### config.mk
export PLATFORM = sky130hd
export DESIGN_NAME = rnd_share_sched
export DESIGN_NICKNAME = d
export VERILOG_FILES = /design/src/rtl/rnd_share_sched.sv
export SDC_FILE = /design/constraint.sdc
export NUM_CORES = 1
export LEC_CHECK = 0
export CORE_MARGIN = 2
export CORE_UTILIZATION = 35
export DETAILED_ROUTE_END_ITERATION = 6
export HOLD_SLACK_MARGIN = 0.05
export PLACE_DENSITY = 0.62
export SLEW_MARGIN = 0
export SYNTH_ARGS = -nofsm -noshare
export SYNTH_HDL_FRONTEND = slang
export SYNTH_SLANG_ARGS = --single-unit
### constraint.sdc
create_clock -name clk -period 27.8 [get_ports clk]
set_clock_uncertainty 0.05 [all_clocks]
set_input_delay 6.95 -clock clk [delete_from_list [all_inputs] [get_ports clk]]
set_output_delay 6.95 -clock clk [all_outputs]
set_load 0.03 [all_outputs]
### src/rtl/rnd_share_sched.sv
// rnd_share_sched: time-shares one combinational round/saturate stage among
// N_CH channels. Each channel has a one-entry hold register; a round-robin
// arbiter grants one held word per cycle to the stage, and the stage result
// is registered with its channel tag. Per-channel saturation events are
// counted in saturating counters.
//
// Optional build macro: RND_SHARE_CH0_PRIO_EN -- channel 0 gets strict
// priority over the round robin among the remaining channels.
//
// Ports:
//   clk, rst                      clock, asynchronous active-high reset
//   req_data/req_valid/req_ready  per-channel accumulator word handshake
//   rnd_data_in/rnd_valid_in      word presented to the shared stage
//   rnd_data_out/rnd_ovf/rnd_unf  combinational stage result and flags
//   out_data/out_valid/out_ch     registered result, pulse and channel tag
//   out_ovf/out_unf               registered stage flags
//   cnt_clr/cnt_sel/cnt_rdata     counter clear, read select, read data
module rnd_share_sched #(
  parameter int unsigned N_CH      = 4,
  parameter int unsigned ACC_WIDTH = 42,
  parameter int unsigned OUT_WIDTH = 16,
  parameter int unsigned CNT_WIDTH = 16
) (
  input  logic                        clk,
  input  logic                        rst,
  input  logic [N_CH*ACC_WIDTH-1:0]   req_data,
  input  logic [N_CH-1:0]             req_valid,
  output logic [N_CH-1:0]             req_ready,
  output logic [ACC_WIDTH-1:0]        rnd_data_in,
  output logic                        rnd_valid_in,
  input  logic [OUT_WIDTH-1:0]        rnd_data_out,
  input  logic                        rnd_ovf,
  input  logic                        rnd_unf,
  output logic [OUT_WIDTH-1:0]        out_data,
  output logic                        out_valid,
  output logic [$clog2(N_CH)-1:0]     out_ch,
  output logic                        out_ovf,
  output logic                        out_unf,
  input  logic                        cnt_clr,
  input  logic [$clog2(N_CH)-1:0]     cnt_sel,
  output logic [CNT_WIDTH-1:0]        cnt_rdata
);

  localparam int unsigned CH_W = $clog2(N_CH);

  logic [ACC_WIDTH-1:0] hold [N_CH];
  logic [N_CH-1:0]      full;
  logic [CH_W-1:0]      ptr;
  logic [N_CH-1:0]      cand;
  logic [N_CH-1:0]      grant;
  logic [CH_W-1:0]      grant_idx;
  logic                 grant_any;
  logic                 rr_adv;
  int unsigned          arb_idx;
  logic [CNT_WIDTH-1:0] cnt [N_CH];

  // Arbiter: first full channel at or after ptr, with wrap-around.
  always_comb begin
    cand      = full;
    grant_idx = '0;
    grant_any = 1'b0;
    rr_adv    = 1'b0;
    arb_idx   = 0;
`ifdef RND_SHARE_CH0_PRIO_EN
    // Channel 0 preempts the round robin and leaves ptr untouched.
    if (full[0]) begin
      grant_any = 1'b1;
    end
    cand[0] = 1'b0;
`endif
    for (int unsigned k = 0; k < N_CH; k++) begin
      arb_idx = (32'(ptr) + k) % N_CH;
      if (!grant_any && cand[CH_W'(arb_idx)]) begin
        grant_any = 1'b1;
        rr_adv    = 1'b1;
        grant_idx = CH_W'(arb_idx);
      end
    end
    grant = N_CH'(grant_any) << grant_idx;
  end

  assign req_ready    = ~full | grant;
  assign rnd_valid_in = grant_any;
  assign rnd_data_in  = grant_any ? hold[grant_idx] : '0;
  assign cnt_rdata    = (32'(cnt_sel) < N_CH) ? cnt[cnt_sel] : '0;

  // Hold registers: reload on accept, empty on grant without accept.
  always_ff @(posedge clk or posedge rst) begin
    if (rst) begin
      full <= '0;
      for (int unsigned i = 0; i < N_CH; i++) hold[i] <= '0;
    end else begin
      for (int unsigned i = 0; i < N_CH; i++) begin
        if (req_valid[i] && req_ready[i]) begin
          hold[i] <= req_data[i*ACC_WIDTH +: ACC_WIDTH];
          full[i] <= 1'b1;
        end else if (grant[i]) begin
          full[i] <= 1'b0;
        end
      end
    end
  end

  // Round-robin pointer moves past the channel it just served.
  always_ff @(posedge clk or posedge rst) begin
    if (rst) begin
      ptr <= '0;
    end else if (rr_adv) begin
      ptr <= (32'(grant_idx) == N_CH - 1) ? '0 : grant_idx + CH_W'(1);
    end
  end

  // Output register: capture the stage result on every grant.
  always_ff @(posedge clk or posedge rst) begin
    if (rst) begin
      out_data  <= '0;
      out_valid <= 1'b0;
      out_ch    <= '0;
      out_ovf   <= 1'b0;
      out_unf   <= 1'b0;
    end else begin
      out_valid <= grant_any;
      if (grant_any) begin
        out_data <= rnd_data_out;
        out_ch   <= grant_idx;
        out_ovf  <= rnd_ovf;
        out_unf  <= rnd_unf;
      end
    end
  end

  // Saturation counters, counted at the edge the result is registered.
  always_ff @(posedge clk or posedge rst) begin
    if (rst) begin
      for (int unsigned i = 0; i < N_CH; i++) cnt[i] <= '0;
    end else begin
      for (int unsigned i = 0; i < N_CH; i++) begin
        if (cnt_clr) begin
          cnt[i] <= '0;
        end else if (grant[i] && (rnd_ovf || rnd_unf) && (cnt[i] != '1)) begin
          cnt[i] <= cnt[i] + CNT_WIDTH'(1);
        end
      end
    end
  end

endmodule

# Yosys cells after proc, flatten, opt, wreduce, memory -nomap -nowiden
# Cells that the tools add are included.
op_classes:
  n_addsub: 8
  magnitude_cmp: 6
  n_eq_ne: 5
  shifts: 1
  muxes: 40
  bitwise: 4
  n_reduce_logical: 27
ops:
  columns: ["cell", "n"]
  rows:
  - ["$mux 16", 10]
  - ["$mux 42", 3]
  - ["$bmux 42 s2", 1]
  - ["$add 16x1->16 const B", 4]
  - ["$ne 16x16->1 const B", 4]
  - ["$bmux 16 s2", 1]
  - ["$mux 1", 16]
  - ["$reduce_bool 2->1", 8]
  - ["$logic_and 1x1->1", 15]
  - ["$lt 2x3->1 const B", 4]
  - ["$mux 2", 5]
  - ["$bmux 1 s2", 4]
  - ["$ge 3x3->1 const B", 2]
  - ["$not 2->3", 2]
  - ["$add 2x1->2 const B", 2]
  - ["$add 2x2->2 const B", 2]
  - ["$not 4->4", 1]
  - ["$or 4x4->4", 1]
  - ["$shl 1x2->4", 1]
  - ["$logic_not 1->1", 3]
  - ["$eq 2x2->1 const B", 1]
  - ["$logic_or 1x1->1", 1]
word_totals:
  register_bits: 259
  in_bits: 195
  elab_cells: 109

# Logic depth before layout (Yosys ltp)
# Gate-level depths: netlist of run 1.
depth:
  depth_word: 17
  depth_mapped: 9
  mapped_depth_nobuf: 6

# Worst setup path before layout of run 1
# Ideal clock, no wire load.
synth_path:
  path_kind: "input-to-output"
  start: "input port cnt_sel[0]"
  end: "output port cnt_rdata[10]"
  t_arrival_ps: 8305
  required_ps: 20800
  slack_ps: 12495
  cell_stages: 3
  n_path_buf: 2
  path_cell_list: "clkbuf_1 -> buf_2 -> mux4_2"
synth_via:
  elab_chain_len: 4
synth_lines:
  columns: ["item", "line_no", "rtl"]
  rows:
  - ["start, declared", "40", "input logic [$clog2(N_CH)-1:0] cnt_sel,"]
  - ["$not 2->3 (implied by the code)", "85", "assign cnt_rdata = (32'(cnt_sel) < N_CH) ? cnt[cnt_sel] : '0;"]
  - ["$bmux 16 s2", "85", null]
  - ["$mux 16 (implied by the code) (2 in a row)", "85", null]
  - ["end, declared", "41", "output logic [CNT_WIDTH-1:0] cnt_rdata"]
# No other way between the ends. The select of a mux whose other input is x is not followed.

# Final worst setup path of run 1
layout_path:
  start: "input port cnt_sel[0]"
  end: "output port cnt_rdata[0]"
# The elaborated chain is that of the path after synthesis.

==> qor_table.md, run 1 <==
| Metric | This run |
|:---|:---|
| Sequential area share after synthesis | 0.518 |
| Run status | finished, final reports clean |
| Worst-case register-to-register setup slack | 24910 ps |
| Synth Net Count | 1255 |
| Final hold violations | 0 |
| Layout Nets | 1515 |
| Initial detailed-routing violation count | 550 |
| Library cell with the largest summed area after synthesis | dfrtp_1 |
| Number of antenna-violating nets in the routed design | 0 |
| Routed WL | 37300 µm |
| F_max | 0.0611 GHz |
| Vias per cell | 5.35 |
| Power density of the placed cells | 122 nW/µm² |
| Fill cell instance count of the final layout | 3275 |
| Actual transition at the worst max-transition pin | 1070 ps |
| Number of buffers on the longest clock path | 3 |
| Startpoint of the lowest-slack hold path | out_data[6] |
| DRC violations left | 0 |
| Count of flip-flops with a built-in enable after synthesis | 0 |
| Clock insertion delay at the later pin of the skew report | 580 ps |
| CTS sink cnt | 259 |
| Highest net fanout along the worst path | 16 |
| I/O Buffers | 278 |
| Routability congestion estimate | 0.875 |
| Largest cells by area after synthesis | dfrtp_1 52%, mux2_2 15%, mux2i_1 3.4%, mux4_2 2.9%, nand2_1 2.8% |
| Slew HR | 0.287 |
| Area delta synth->final | 34.2% |
| Antenna violations before repair | 4 |
| Number of global-route vias before repair | 9792 |
| Clock transition at path regs | 60 ps |
| Share of post-route cells with drive strength above 1 | 0.206 |
| Total area of multi-input combinational cells | 5700 µm² |
| Arrival time at the worst endpoint | 9370 ps |
| Destination of the critical timing path | cnt_rdata[0] |
| Worst EP required | 20800 ps |
| Worst Hold Depth | 2 |
| Maximum number of pins on one net before global-route repair | 110 |
| Number of CTS-inserted buffers | 31 |
| Global-route wire length before repair | 56800 µm |
| Minimum period implied by the final worst setup slack | 16370 ps |
| Critical Path Source | cnt_sel[0] |
| Number of ports placed on the die boundary | 279 |
| Summed instance area of the synthesized netlist | 12500 µm² |
| Max Cap Violations | 0 |
| Final-report setup violation count | 0 |
| Unrepaired setup endpoints after global routing | no |
| Reg-to-reg critical path endpoint | hold[23] |
| Final TNS setup | 0 ps |
| Most instantiated flip-flop cell in the synthesis netlist | dfrtp_1 |
| TritonCTS clock tree | done |
| Max-slew violations | 0 |
| Die area | 37300 µm² |
| Setup Fix Bufs, Post-CTS | 0 |
| Die W | 193 µm |
| Number of placement rows | 69 |
| Number of H-tree levels | 1 |
| Crit. End Element | output pin |
| Synthesis Warnings | 0 |
| Count of cells resized by post-cts repair | 0 |
| Post-synth ARST share | 1.00 |
| Number of instances in the synthesized netlist | 1056 |
| Sequential Area | 6480 µm² |
| Final period util | 0.589 |
| Cell at the root of the clock tree | clkbuf_16 |
| Setup CP Type | input pin to output pin |
| Final hold slack | 412 ps |
| Ranking of synthesized cells by instance count | 259 x dfrtp_1, 172 x mux2_2, 92 x nand2_1 |
| Worst reg2reg startpoint | ptr[1] |
| Leftover overflow at the end of global routing | 0 |
| Die Y-Extent | 193 µm |
| Worst r2r path cells | 6 |
| Pre-Repair DR Iteration Count | 5 |
| Worst supply voltage drop on vdd | 0.0978 mV |
| Area share of the largest cell type after synthesis | 0.518 |
| Most used standard cell by instance count after synthesis | dfrtp_1 |
| Leakage power figure | 6.74 nW |
| Worst hold path class | flop to flop |
| Post-synth cell types | 60 |
| Post-synthesis average cell area | 11.8 µm² |
| Type of origin of the critical path | input pin |
| Routed wire per std cell | 20.7 µm |
| Flop and latch count out of synthesis | 259 |
| HPWL reported at the end of detailed placement | 26000 µm |
| Hold bufs inserted after CTS | 0 |
| Initial standard-cell utilization of the core | 0.353 |
| Via count of the routed design | 9639 |
| Area of the core | 35400 µm² |
| Overall track demand over capacity in global routing | 0.199 |
==> registers in the layout, summed over array words and instances, names as in the netlist <==
signal / count
cand: 4
cnt: 64
hold: 168
out_ch: 2
out_data: 16
out_ovf: 1
out_unf: 1
out_valid: 1
ptr: 2
==> kinds of logic (layout without fill, tap and decap cells) <==
logic type / count (synthesis) / count (layout) / synth area share
flip-flops: 259 / 259 / 0.518
XOR/XNOR: 9 / 9 / 0.00630
AND/OR/NAND/NOR: 268 / 268 / 0.110
AO/OA/AOI/OAI: 199 / 199 / 0.111
multiplexers: 233 / 233 / 0.220
other: 0 / 4 / 0
adder cells (fa/ha/maj): 4 / 4 / 0.00400
buffers and inverters: 84 / 366 / 0.0303
==> layout by cell type (no fill, tap or decap), drive strengths merged, types with 6 or more instances in the layout <==
cell and n:
dfrtp 259, nor3 8, nor4 7, inv 16
mux2 174, o22ai 21, a21oi 52, a22o 22
o31ai 22, and2 6, or4 26, nor2b 11
nand2b 9, xnor2 7, nor2 35, nand2 92
a221o 22, clkdlybuf4s50 277, buf 19, and3 6
nand3 26, or3 16, o21ai 26, clkbuf 46
mux4 16, o211ai 6, nand4 13, mux2i 43
==> power by group <==
group	internal [mW]	leakage (nW)	switching [mW]	total, mW
logic	0.475	3.06	0.555	1.03
registers	0.517	3.17	0.0860	0.603
clock network	0.251	0.514	0.163	0.414
total	1.24	6.74	0.804	2.05
==> stage by stage <==
step	worst slack, ps	area (µm²)	power (mW)	utilization	cells
3_5_place_dp	11400	15700	1.65	0.445	1744
6_report	11430	16800	2.05	0.474	1803
4_1_cts	11390	16800	2.08	0.474	1799
2_1_floorplan	12490	12500	1.27	-	1056
3_3_place_gp	11490	15700	1.64	0.445	1744
5_1_grt	11270	16800	2.16	0.474	1801
==> worst max-delay path, stage by stage <==
cell and delay (ps):
clkdlybuf4s50_1 1180, mux4_2 620, clkdlybuf4s50_1 610
==> how the worst min path moves through the flow <==
| stage | endpoint | slack [ps] |
|---|---|---|
| floorplan | hold[40] | 430 |
| global placement | out_data[0] | 400 |
| detailed placement | out_data[6] | 410 |
| CTS | out_data[6] | 420 |
| global route | out_data[15] | 430 |
| finish | out_data[6] | 410 |
==> layout make-up <==
type | count | share of cell area
inverter | 15 | 0.00380
timing repair buffer | 296 | 0.174
clock inverter | 9 | 0.00805
sequential | 259 | 0.386
antenna | 4 | 0.000596
multi-input combinational | 713 | 0.340
clock buffer | 46 | 0.0537
tap | 461 | 0.0344
==> per-layer routing <==
layer	wire length, µm	part of all wire	up-vias	track usage
li1	-	-	4462	-
met1	15000	0.40	4834	0.245
met2	18500	0.50	288	0.338
met3	2880	0.077	53	0.0592
met4	887	0.024	2	0.0557
met5	13	0.00035	-	0
Power figures use the tool's default switching activity.
==> run 2: changes to the inputs <==
clock period = 15.25 ns   (was 27.8 ns; I/O delays follow)
==> qor_table.md, run 2 (synthesis results as in run 1) <==
| Metric | This run |
|:---|:---|
| Worst path bufs/invs | 2 |
| Highest signal layer in the routed design | met5 |
| Critical Path, Cell by Cell | clkdlybuf4s50_1, mux4_2, clkdlybuf4s50_1 |
| Global-route wire length before repair | 55700 µm |
| Count of placed standard cells in the final layout, fillers left out | 1800 |
| Via count of the routed design | 9626 |
| Final hold violations | 0 |
| Worst EP required | 11390 ps |
| Power density of the placed cells | 220 nW/µm² |
| Routability congestion estimate | 0.870 |
| Worst reg2reg startpoint | ptr[1] |
| Pre-Repair DR Iteration Count | 5 |
| Slew HR | 0.247 |
| Worst hold path class | flop to flop |
| Setup slack after placement | 5150 ps |
| F_max | 0.0995 GHz |
| Vias per cell | 5.35 |
| Number of placement rows | 69 |
| Leakage power figure | 6.69 nW |
| Max stage delay cell, worst path | clkdlybuf4s50_1 |
| Die Y-Extent | 193 µm |
| CTS sink cnt | 259 |
| Die W | 193 µm |
| Number of H-tree levels | 1 |
| Overall track demand over capacity in global routing | 0.193 |
| Highest net fanout along the worst path | 16 |
| DRT met1 WL | 15100 µm |
| Switching power share of the total | 0.395 |
| Util after Layout | 0.472 |
| Layout Nets | 1513 |
| Internal power | 2.23 mW |
| Max Cap Violations | 0 |
| Actual transition at the worst max-transition pin | 1130 ps |
| Startpoint of the lowest-slack hold path | out_unf |
| Initial detailed-routing violation count | 515 |
| Crit. End Element | output pin |
| Highest-count cells in the layout ignoring fill and taps | 277 x clkdlybuf4s50_1, 259 x dfrtp_1, 172 x mux2_2, 89 x nand2_1, 51 x a21oi_1 |
| Critical Path Source | cnt_sel[0] |
| I/O Buffers | 278 |
| Maximum number of pins on one net before global-route repair | 135 |
| Run status | finished, final reports clean |
| Area of the core | 35400 µm² |
| Most flop-heavy register | hold |
| DRC violations left | 0 |
| Final period util | 0.659 |
| Type of origin of the critical path | input pin |
| Worst stage delay on the critical path | 1140 ps |
| Clock share of power | 0.192 |
| Area of all placed cells without fillers | 16700 µm² |
| Area of placed instances | 15700 µm² |
| Leading cell type in the layout, fill and taps excluded | clkdlybuf4s50_1 |
| Count of cells resized by post-cts repair | 0 |
| Total length of routed met3 wires | 2660 µm |
| Die area | 37300 µm² |
| TritonCTS clock tree | done |
| Clock transition at path regs | 60 ps |
| Cell at the root of the clock tree | clkbuf_16 |
| Number of buffers on the longest clock path | 3 |
| Leftover overflow at the end of global routing | 0 |
| Final TNS setup | 0 ps |
| Number of ports placed on the die boundary | 279 |
| Crit path max-delay family | buffers and inverters |
| Max-slew violations | 0 |
| Worst path most repeated cell | clkdlybuf4s50_1 |
| Switching power total | 1.46 mW |
| Clock insertion delay at the later pin of the skew report | 560 ps |
| Number of antenna-violating nets in the routed design | 0 |
| Arrival time at the worst endpoint | 6190 ps |
| Antenna violations before repair | 5 |
| HPWL reported at the end of detailed placement | 25600 µm |
| Largest register FFs | 168 |
| Hold bufs inserted after CTS | 0 |
| Minimum period implied by the final worst setup slack | 10050 ps |
| Routed WL | 36700 µm |
| Number of CTS-inserted buffers | 30 |
| Area delta synth->final | 33.7% |
| Unrepaired setup endpoints after global routing | no |
| Setup CP Type | input pin to output pin |
| Initial standard-cell utilization of the core | 0.353 |
| Combinational share of power | 0.509 |
| Final-report setup violation count | 0 |
| Setup Fix Bufs, Post-CTS | 0 |
| Routed wire per std cell | 20.4 µm |
| Number of global-route vias before repair | 9548 |
| Worst Slack Setup Final | 5200 ps |
| Met2 Wirelength | 18100 µm |
| Cells after DPL | 1743 |
| Worst supply voltage drop on vdd | 0.302 mV |
| Power share of the sequential group | 0.298 |
| Registers with the most flip-flops | hold (168), cnt (64), out_data (16) |
| Share of post-route cells with drive strength above 1 | 0.206 |
-- run 2: cell count changes in the layout (fill, tap and decap cells not counted) --
cell        delta
clkbuf_16      -1
buf_4          -1
clkinv_8       +1
clkbuf_1       -3
clkinvlp_4     +2
clkbuf_8       -1
bufinv_16      -1
diode_2        +2
inv_16         -1
-- run 2: worst reg2reg max path: stages (launching register included) --
cell and delay (ps):
dfrtp_1 570, o2bb2ai_2 220, a22oi_2 320, nand2_1 180
nand2_2 610, buf_4 440, mux2_2 380
-- run 2: stage by stage --
step | hold WS (ps) | power (mW)
2_1_floorplan | 429 | 2.31
3_3_place_gp | 399 | 2.98
3_5_place_dp | 405 | 3.00
4_1_cts | 420 | 3.72
5_1_grt | 449 | 3.89
6_report | 416 | 3.68
-- run 2: power by group through the flow --
stage	Sequential (mW)	Clock [mW]	Combinational (mW)
finish	1.10	0.708	1.87
global route	1.13	0.761	1.99
CTS	1.10	0.730	1.90
detailed placement	1.11	0	1.89
global placement	1.10	0	1.88
floorplan	1.05	0	1.25
-- run 2: worst paths after layout --
| path | endpoint | slack, ps | cells past startpoint |
|---|---|---|---|
| hold reg to reg | out_unf | 420 | 2 |
| min in group asynchronous | hold[117] | 3810 | 2 |
| setup reg to reg | hold[151] | 12380 | 6 |
| max in group asynchronous | hold[126] | 9790 | 3 |
| hold / removal | out_unf | 420 | 2 |
| setup / recovery | cnt_rdata[15] | 5200 | 3 |
-- run 2: area by class of cell --
| type | instances | area (µm²) |
|---|---|---|
| clock buffer | 41 | 852 |
| tap | 461 | 577 |
| fill | 3262 | 18700 |
| clock inverter | 10 | 116 |
| multi-input combinational | 713 | 5700 |
| inverter | 15 | 63.8 |
| sequential | 259 | 6480 |
| antenna | 6 | 15.0 |
| timing repair buffer | 295 | 2910 |
-- run 2: per-layer routing --
metal  vias up  GRT usage
met4         4     0.0510
met1      4770      0.245
met2       316      0.326
li1       4470          -
met3        66     0.0529
met5         -          0
